<file path="config.mk">
export PLATFORM = sky130hd
export DESIGN_NAME = l1_mem_arbiter
export DESIGN_NICKNAME = d
export VERILOG_FILES = /design/src/rtl/l1_mem_arbiter.sv
export SDC_FILE = /design/constraint.sdc
export NUM_CORES = 1
export LEC_CHECK = 0
export ABC_AREA = 1
export CAP_MARGIN = 25
export CORE_AREA = 2 2 146 148
export CTS_CLUSTER_SIZE = 14
export DETAILED_ROUTE_END_ITERATION = 10
export DIE_AREA = 0 0 148 150
export PLACE_DENSITY = 0.5
export SLEW_MARGIN = 20
export SYNTH_ARGS = -nofsm -noshare
export SYNTH_HDL_FRONTEND = slang
export SYNTH_SLANG_ARGS = --single-unit
</file>
<file path="constraint.sdc">
create_clock -name clk -period 3.55 [get_ports clk]
set_input_delay 0.5325 -clock clk [delete_from_list [all_inputs] [get_ports clk]]
set_output_delay 0.5325 -clock clk [all_outputs]
set_load 0.05 [all_outputs]
</file>
<file path="src/rtl/l1_mem_arbiter.sv">
// l1_mem_arbiter: shares the L2 request port between L1D and L1I and tracks L1 flushes.
// Optional: define L1_ARB_ROUND_ROBIN_EN for last-grant tie breaking (else ties go to L1D).
module l1_mem_arbiter #(
    parameter int ADDR_W  = 32,
    parameter int CL_BITS = 128,
    parameter int OPC_W   = 4
) (
    input  logic               clk,
    input  logic               reset,
    input  logic               l1d_mem_req_valid,
    input  logic [ADDR_W-1:0]  l1d_mem_req_addr,
    input  logic [OPC_W-1:0]   l1d_mem_req_opcode,
    input  logic [CL_BITS-1:0] l1d_mem_req_store_data,
    output logic               l1d_mem_rsp_valid,
    input  logic               l1i_mem_req_valid,
    input  logic [ADDR_W-1:0]  l1i_mem_req_addr,
    input  logic [OPC_W-1:0]   l1i_mem_req_opcode,
    output logic               l1i_mem_rsp_valid,
    output logic               l2_req_valid,
    input  logic               l2_req_ack,
    output logic [ADDR_W-1:0]  l2_req_addr,
    output logic [OPC_W-1:0]   l2_req_opcode,
    output logic [CL_BITS-1:0] l2_req_store_data,
    input  logic               l2_rsp_valid,
    input  logic               flush_req_l1d,
    input  logic               flush_req_l1i,
    input  logic               l1d_flush_complete,
    input  logic               l1i_flush_complete,
    output logic               in_flush_mode
);

    typedef enum logic [1:0] {
        IDLE    = 2'd0,
        GNT_L1D = 2'd1,
        GNT_L1I = 2'd2,
        RSVD    = 2'd3
    } arb_state_t;

    typedef enum logic [1:0] {
        FIDLE     = 2'd0,
        WAIT_BOTH = 2'd1,
        WAIT_I    = 2'd2,
        WAIT_D    = 2'd3
    } flush_state_t;

    arb_state_t   state, state_nx;
    flush_state_t fstate, fstate_nx;

    logic pend_d, pend_i, last_gnt, req;
    logic pend_d_nx, pend_i_nx, last_gnt_nx, req_nx;
    logic flush_nx;
    logic rsp_d, rsp_i;
    logic n_pend_d, n_pend_i;

    assign n_pend_d = pend_d | l1d_mem_req_valid;
    assign n_pend_i = pend_i | l1i_mem_req_valid;

    always_ff @(posedge clk) begin
        if (!reset) begin
            state         <= IDLE;
            fstate        <= FIDLE;
            pend_d        <= 1'b0;
            pend_i        <= 1'b0;
            last_gnt      <= 1'b0;
            req           <= 1'b0;
            in_flush_mode <= 1'b0;
        end else begin
            state         <= state_nx;
            fstate        <= fstate_nx;
            pend_d        <= pend_d_nx;
            pend_i        <= pend_i_nx;
            last_gnt      <= last_gnt_nx;
            req           <= req_nx;
            in_flush_mode <= flush_nx;
        end
    end

    always_comb begin
        state_nx    = state;
        pend_d_nx   = n_pend_d;
        pend_i_nx   = n_pend_i;
        last_gnt_nx = last_gnt;
        req_nx      = req;
        rsp_d       = 1'b0;
        rsp_i       = 1'b0;
        case (state)
            IDLE: begin
                if (n_pend_d && n_pend_i) begin
                    req_nx = 1'b1;
`ifdef L1_ARB_ROUND_ROBIN_EN
                    state_nx = last_gnt ? GNT_L1D : GNT_L1I;
`else
                    state_nx = GNT_L1D;
`endif
                end else if (n_pend_d) begin
                    req_nx   = 1'b1;
                    state_nx = GNT_L1D;
                end else if (n_pend_i) begin
                    req_nx   = 1'b1;
                    state_nx = GNT_L1I;
                end
            end
            GNT_L1D: begin
                last_gnt_nx = 1'b0;
                pend_d_nx   = 1'b0;
                if (l2_req_ack) req_nx = 1'b0;
                if (l2_rsp_valid) begin
                    req_nx   = 1'b0;
                    state_nx = IDLE;
                    rsp_d    = 1'b1;
                end
            end
            GNT_L1I: begin
                last_gnt_nx = 1'b1;
                pend_i_nx   = 1'b0;
                if (l2_req_ack) req_nx = 1'b0;
                if (l2_rsp_valid) begin
                    req_nx   = 1'b0;
                    state_nx = IDLE;
                    rsp_i    = 1'b1;
                end
            end
            default: begin
                pend_d_nx = pend_d;
                pend_i_nx = pend_i;
            end
        endcase
    end

    // Responses are suppressed while reset is held so an aborted grant never completes.
    assign l1d_mem_rsp_valid = rsp_d & reset;
    assign l1i_mem_rsp_valid = rsp_i & reset;
    assign l2_req_valid      = req;
    assign l2_req_addr       = (state == GNT_L1I) ? l1i_mem_req_addr : l1d_mem_req_addr;
    assign l2_req_opcode     = (state == GNT_L1I) ? l1i_mem_req_opcode : l1d_mem_req_opcode;
    assign l2_req_store_data = l1d_mem_req_store_data;

    always_comb begin
        fstate_nx = fstate;
        flush_nx  = in_flush_mode;
        case (fstate)
            FIDLE: begin
                if (flush_req_l1d && flush_req_l1i) begin
                    fstate_nx = WAIT_BOTH;
                    flush_nx  = 1'b1;
                end else if (flush_req_l1i) begin
                    fstate_nx = WAIT_I;
                    flush_nx  = 1'b1;
                end else if (flush_req_l1d) begin
                    fstate_nx = WAIT_D;
                    flush_nx  = 1'b1;
                end
            end
            WAIT_BOTH: begin
                if (l1d_flush_complete && l1i_flush_complete) begin
                    fstate_nx = FIDLE;
                    flush_nx  = 1'b0;
                end else if (l1d_flush_complete) begin
                    fstate_nx = WAIT_I;
                end else if (l1i_flush_complete) begin
                    fstate_nx = WAIT_D;
                end
            end
            WAIT_I: begin
                if (l1i_flush_complete) begin
                    fstate_nx = FIDLE;
                    flush_nx  = 1'b0;
                end
            end
            default: begin
                if (l1d_flush_complete) begin
                    fstate_nx = FIDLE;
                    flush_nx  = 1'b0;
                end
            end
        endcase
    end

endmodule

</file>
### After elaboration in Yosys (flattened, before gate mapping)

Index checks and enable logic that the tools add are counted.

* eq/ne operators: 11
* muxes and demuxes: 34
* bitwise gates (word level): 4
* reduce and logical (&&, ||, !) cells: 16

Operator list (count)
* $mux 32: 1
* $mux 2: 12
* $mux 1: 14
* $ne 4x4->1 const B: 3
* $reduce_and 4->1: 2
* $pmux 1 s2: 3
* $pmux 2 s3: 1
* $reduce_and 3->1: 2
* $reduce_bool 2->1: 3
* $reduce_or 2->1: 3
* $eq 2x1->1 const B: 2
* $eq 2x2->1 const B: 2
* $logic_not 2->1: 2
* $mux 4: 1
* $ne 2x2->1 const B: 2
* $pmux 2 s2: 1
* $reduce_bool 4->1: 1
* $logic_and 1x1->1: 3
* $ne 3x1->1 const B: 1
* $pmux 1 s3: 1
* $and 1x1->1: 2
* $ne 2x1->1 const B: 1
* $or 1x1->1: 2

* flip-flop bits (word level): 8
* output and inout port bits: 168

### Depth between registers and ports, before layout

* word-level depth: 5
* gate-level depth with buffers: 9
* mapped depth without buffers: 8

### Worst setup path before layout

Ideal clock, no wire load.

* path kind: register -> output
* from: register state[0]
* to: output l1i_mem_rsp_valid
* arrival: 1.750 ns
* data required time: 3.017 ns
* setup slack: 1.268 ns
* stages on the path, launching flop included: 5
* buffers on the path: 0
* cells stage by stage: dfxtp_1 inv_1 ha_1 inv_2 nor3_1

* cells in the longest elaborated chain, start to end: 3

RTL lines
* from (decl): RTL line 46 `arb_state_t state, state_nx;`
* from (signal assigned): RTL line 68 `state <= state_nx;`
* $eq 2x2->1: RTL line 86 `case (state)`
* $mux 1: RTL line 86
* $and 1x1->1: RTL line 132 `assign l1i_mem_rsp_valid = rsp_i & reset;`
* to (decl): RTL line 18 `output logic l1i_mem_rsp_valid,`

Every way passes these cells.

### Worst setup path in the final report

* from: register state[0]
* to: output l2_req_addr[15]

* cells in the longest elaborated chain, start to end: 2

RTL lines
* $eq 2x2->1: RTL line 134 `assign l2_req_addr = (state == GNT_L1I) ? l1i_mem_req_addr : l1d_mem_req_addr;`
* $mux 32: RTL line 134
* to (decl): RTL line 21 `output logic [ADDR_W-1:0] l2_req_addr,`

Every way passes these cells.

==> summary.txt <==
Clock tree
  • H-tree Lvls: 1
  • TritonCTS clock tree: done
  • Clock Tree Root: clkbuf_16
  • Worst-path clk slew: 40 ps
  • Clock sink count: 8
  • CTS hold repair buffers: 0
  • PostCTS Resize Cnt: 0
  • Clock latency on the worst-skew pair: 230 ps
  • Num CTS Buffers: 3
  • Post-CTS Setup Inserts: 0
  • Clk buf depth: 2

Logic synthesis
  • Synth top cells by count: nand2_1, buf_4, nor2_1
  • Largest area contributor in the netlist: buf_4
  • Synth top area cells: buf_4, nand2_1, dfxtp_1, nor2_1, ha_1
  • EDFF count, synth: 0
  • Count of state elements after synthesis: 8
  • Register area share after synthesis: 8.24%
  • Synth Area in Compound Gates: 2.25%
  • Simple-Gate Fraction of Synth Area: 32.9%
  • Most numerous cell in the Yosys netlist: nand2_1
  • Post-synthesis mux area share: 0%
  • Primary FF master, synth: dfxtp_1
  • Syn_nets: 542
  • Syn Inst Count: 328
  • Mean post-synth cell area: 5.93 um^2
  • Synth Area in Adders: 2.57%
  • Main combinational cell family by area after synthesis: buffers and inverters
  • Synth Cell Area: 1940 um^2
  • Post-synthesis async set-or-reset flop share: 0%
  • XOR/XNOR Fraction of Synth Area: 0%
  • Post-synth cell types: 19
  • Top-area cell type share of the netlist area: 49.4%
  • Yosys warns: 0

Critical path
  • Arrival @ worst endpoint: 2310 ps
  • Crit-path max cell delay: 810 ps
  • Max FO, Critical Path: 22
  • CP cell instances: inv_1 > ha_2 > inv_2 > buf_12 > nand2_1 > nand2_1 > clkdlybuf4s50_1
  • Critical path capture point type: output pin
  • Crit path kind: register to output pin
  • Crit path launch type: register
  • CP Data Required Time: 3020 ps
  • Worst path slowest cell: clkdlybuf4s50_1
  • Most frequent CP cell: nand2_1

Final layout
  • Sequential cell area: 160 um^2
  • Antenna Cells: 0
  • # nets final: 534
  • Area of the multi-input gates: 737 um^2
  • Fraction of layout cells with a size suffix above 1: 5.35%
  • Area grow syn2layout: 34.1%
  • Fin cells: 593
  • Number of fill cells: 2411

Timing
  • Final WS setup: 703 ps
  • Rel. slew slack: 63.0%
  • Final worst-path cycle share: 80.2%
  • Slew Viols, Final: 0
  • RSZ-0062 raised after global routing: no
  • Fin crit period: 2850 ps
  • Setup TNS: 0 ps
  • Peak Freq: 0.351 GHz
  • Final Skew: 1.27 ps
  • # setup viols final: 0
  • Final hold violations: 0
  • Worst slew pin tran: 553 ps

Routing
  • Top Layer Used: met4
  • Metal1 wirelength: 2480 um
  • Met3 wire length: 2310 um
  • Drt first pass iters: 4
  • Vias per std cell: 3.00
  • Residual DRC: 0
  • Final ANT Viol Nets: 0
  • DRT iter0 DRCs: 29
  • Avg WL per Cell: 15.1 um
  • Final wirelength: 8950 um
  • Via count: 1781
  • Met2 wire length: 3990 um

Placed design
  • Port Buffers: 121
  • DP HPWL: 7750 um
  • Post-Place Setup Slack: 778 ps
  • Dpl cells: 590
  • GP Congestion: 0.746

Die
  • Cell row count: 53
  • Die ar.: 22200 um^2
  • Die width: 148 um
  • Chip Height: 150 um
  • Core area: 20700 um^2
  • IO Count: 378
  • Initial Util: 9.40%

GRT
  • First-pass GRT wire length: 11400 um
  • Vias in the first global route: 1703
  • GR Overflow Total: 0
  • Maximum number of pins on one net before global-route repair: 39
  • Antenna violations before repair: 0
  • Total track usage: 7.11%

Pwr
  • Worst-case vdd ir drop: 0.267 mV
  • Pwr Density: 498 nW/um^2
  • Design Power: 1300 uW
  • Leak: 0.00111 uW

Outcome
  • Status: complete, no violations

Hold path
  • Hold Path Class: register to register

Job
  • MaxCap Viol Count: 0
==> cell usage in the layout (no fill, tap or decap), types with 3 or more instances in the layout <==
cell type and n:
nand2_1 129, clkdlybuf4s50_1 119, nor2_1 14, inv_1 9
dfxtp_1 8, a21oi_1 5, nand3_1 5, nor3_1 4
inv_2 3, nand2_2 3, nand4_1 3, ha_1 3
clkbuf_16 3
==> cell type report <==
type	count	area share [%]
timing repair buffer	123	47.8
sequential	8	6.14
tap	275	13.2
multi-input combinational	172	28.3
inverter	12	1.73
clock buffer	3	2.88
==> per-stage QoR <==
| step | hold slack [ps] | util, % | area (um^2) |
|---|---|---|---|
| CTS | 469 | 12.6 | 2610 |
| global placement | 457 | 12.2 | 2530 |
| finish | 466 | 12.6 | 2610 |
| detailed placement | 464 | 12.2 | 2530 |
| global route | 476 | 12.6 | 2610 |
| floorplan | 444 | - | 1940 |
==> worst max-delay path, delay by kind of cell (launching register included) <==
family,cells,cell delay (ps)
adder cells (fa/ha/maj),1,190
buffers and inverters,4,1380
flip-flops,1,380
AND/OR/NAND/NOR,2,110
==> path summary, 6_finish.rpt <==
| kind | start | endpoint | slack, ps | cells after the start |
|---|---|---|---|---|
| hold / removal | pend_i | pend_i | 470 | 2 |
| setup / recovery | state[0] | l2_req_addr[15] | 700 | 7 |
| setup reg to reg | state[0] | l2_req_valid | 2170 | 8 |
| hold reg to reg | pend_i | pend_i | 470 | 2 |
==> report_power, final <==
part / total, uW / switching [uW] / internal (uW) / leakage (uW)
registers: 147 / 28.8 / 118 / 0.0000666
logic: 966 / 617 / 349 / 0.00101
clock network: 187 / 41.6 / 145 / 0.0000370
total: 1300 / 688 / 612 / 0.00111
==> cell families (layout without fill, tap and decap cells) <==
group,Yosys count,count (layout)
buf+inv,148,138
fa+ha+maj,4,4
simple gates,160,160
compound gates,8,8
flops,8,8
==> layer usage <==
| layer | up-vias | GRT usage, % |
|---|---|---|
| met3 | 16 | 7.96 |
| met5 | - | 0 |
| li1 | 846 | - |
| met4 | 0 | 2.05 |
| met1 | 719 | 5.59 |
| met2 | 200 | 11.6 |
==> registers in the layout (all words and copies together), names as in the netlist <==
signal / flops
fstate: 2
state: 2
in_flush_mode: 1
l2_req_valid: 1
pend_d: 1
pend_i: 1
Power figures use the tool's default switching activity.
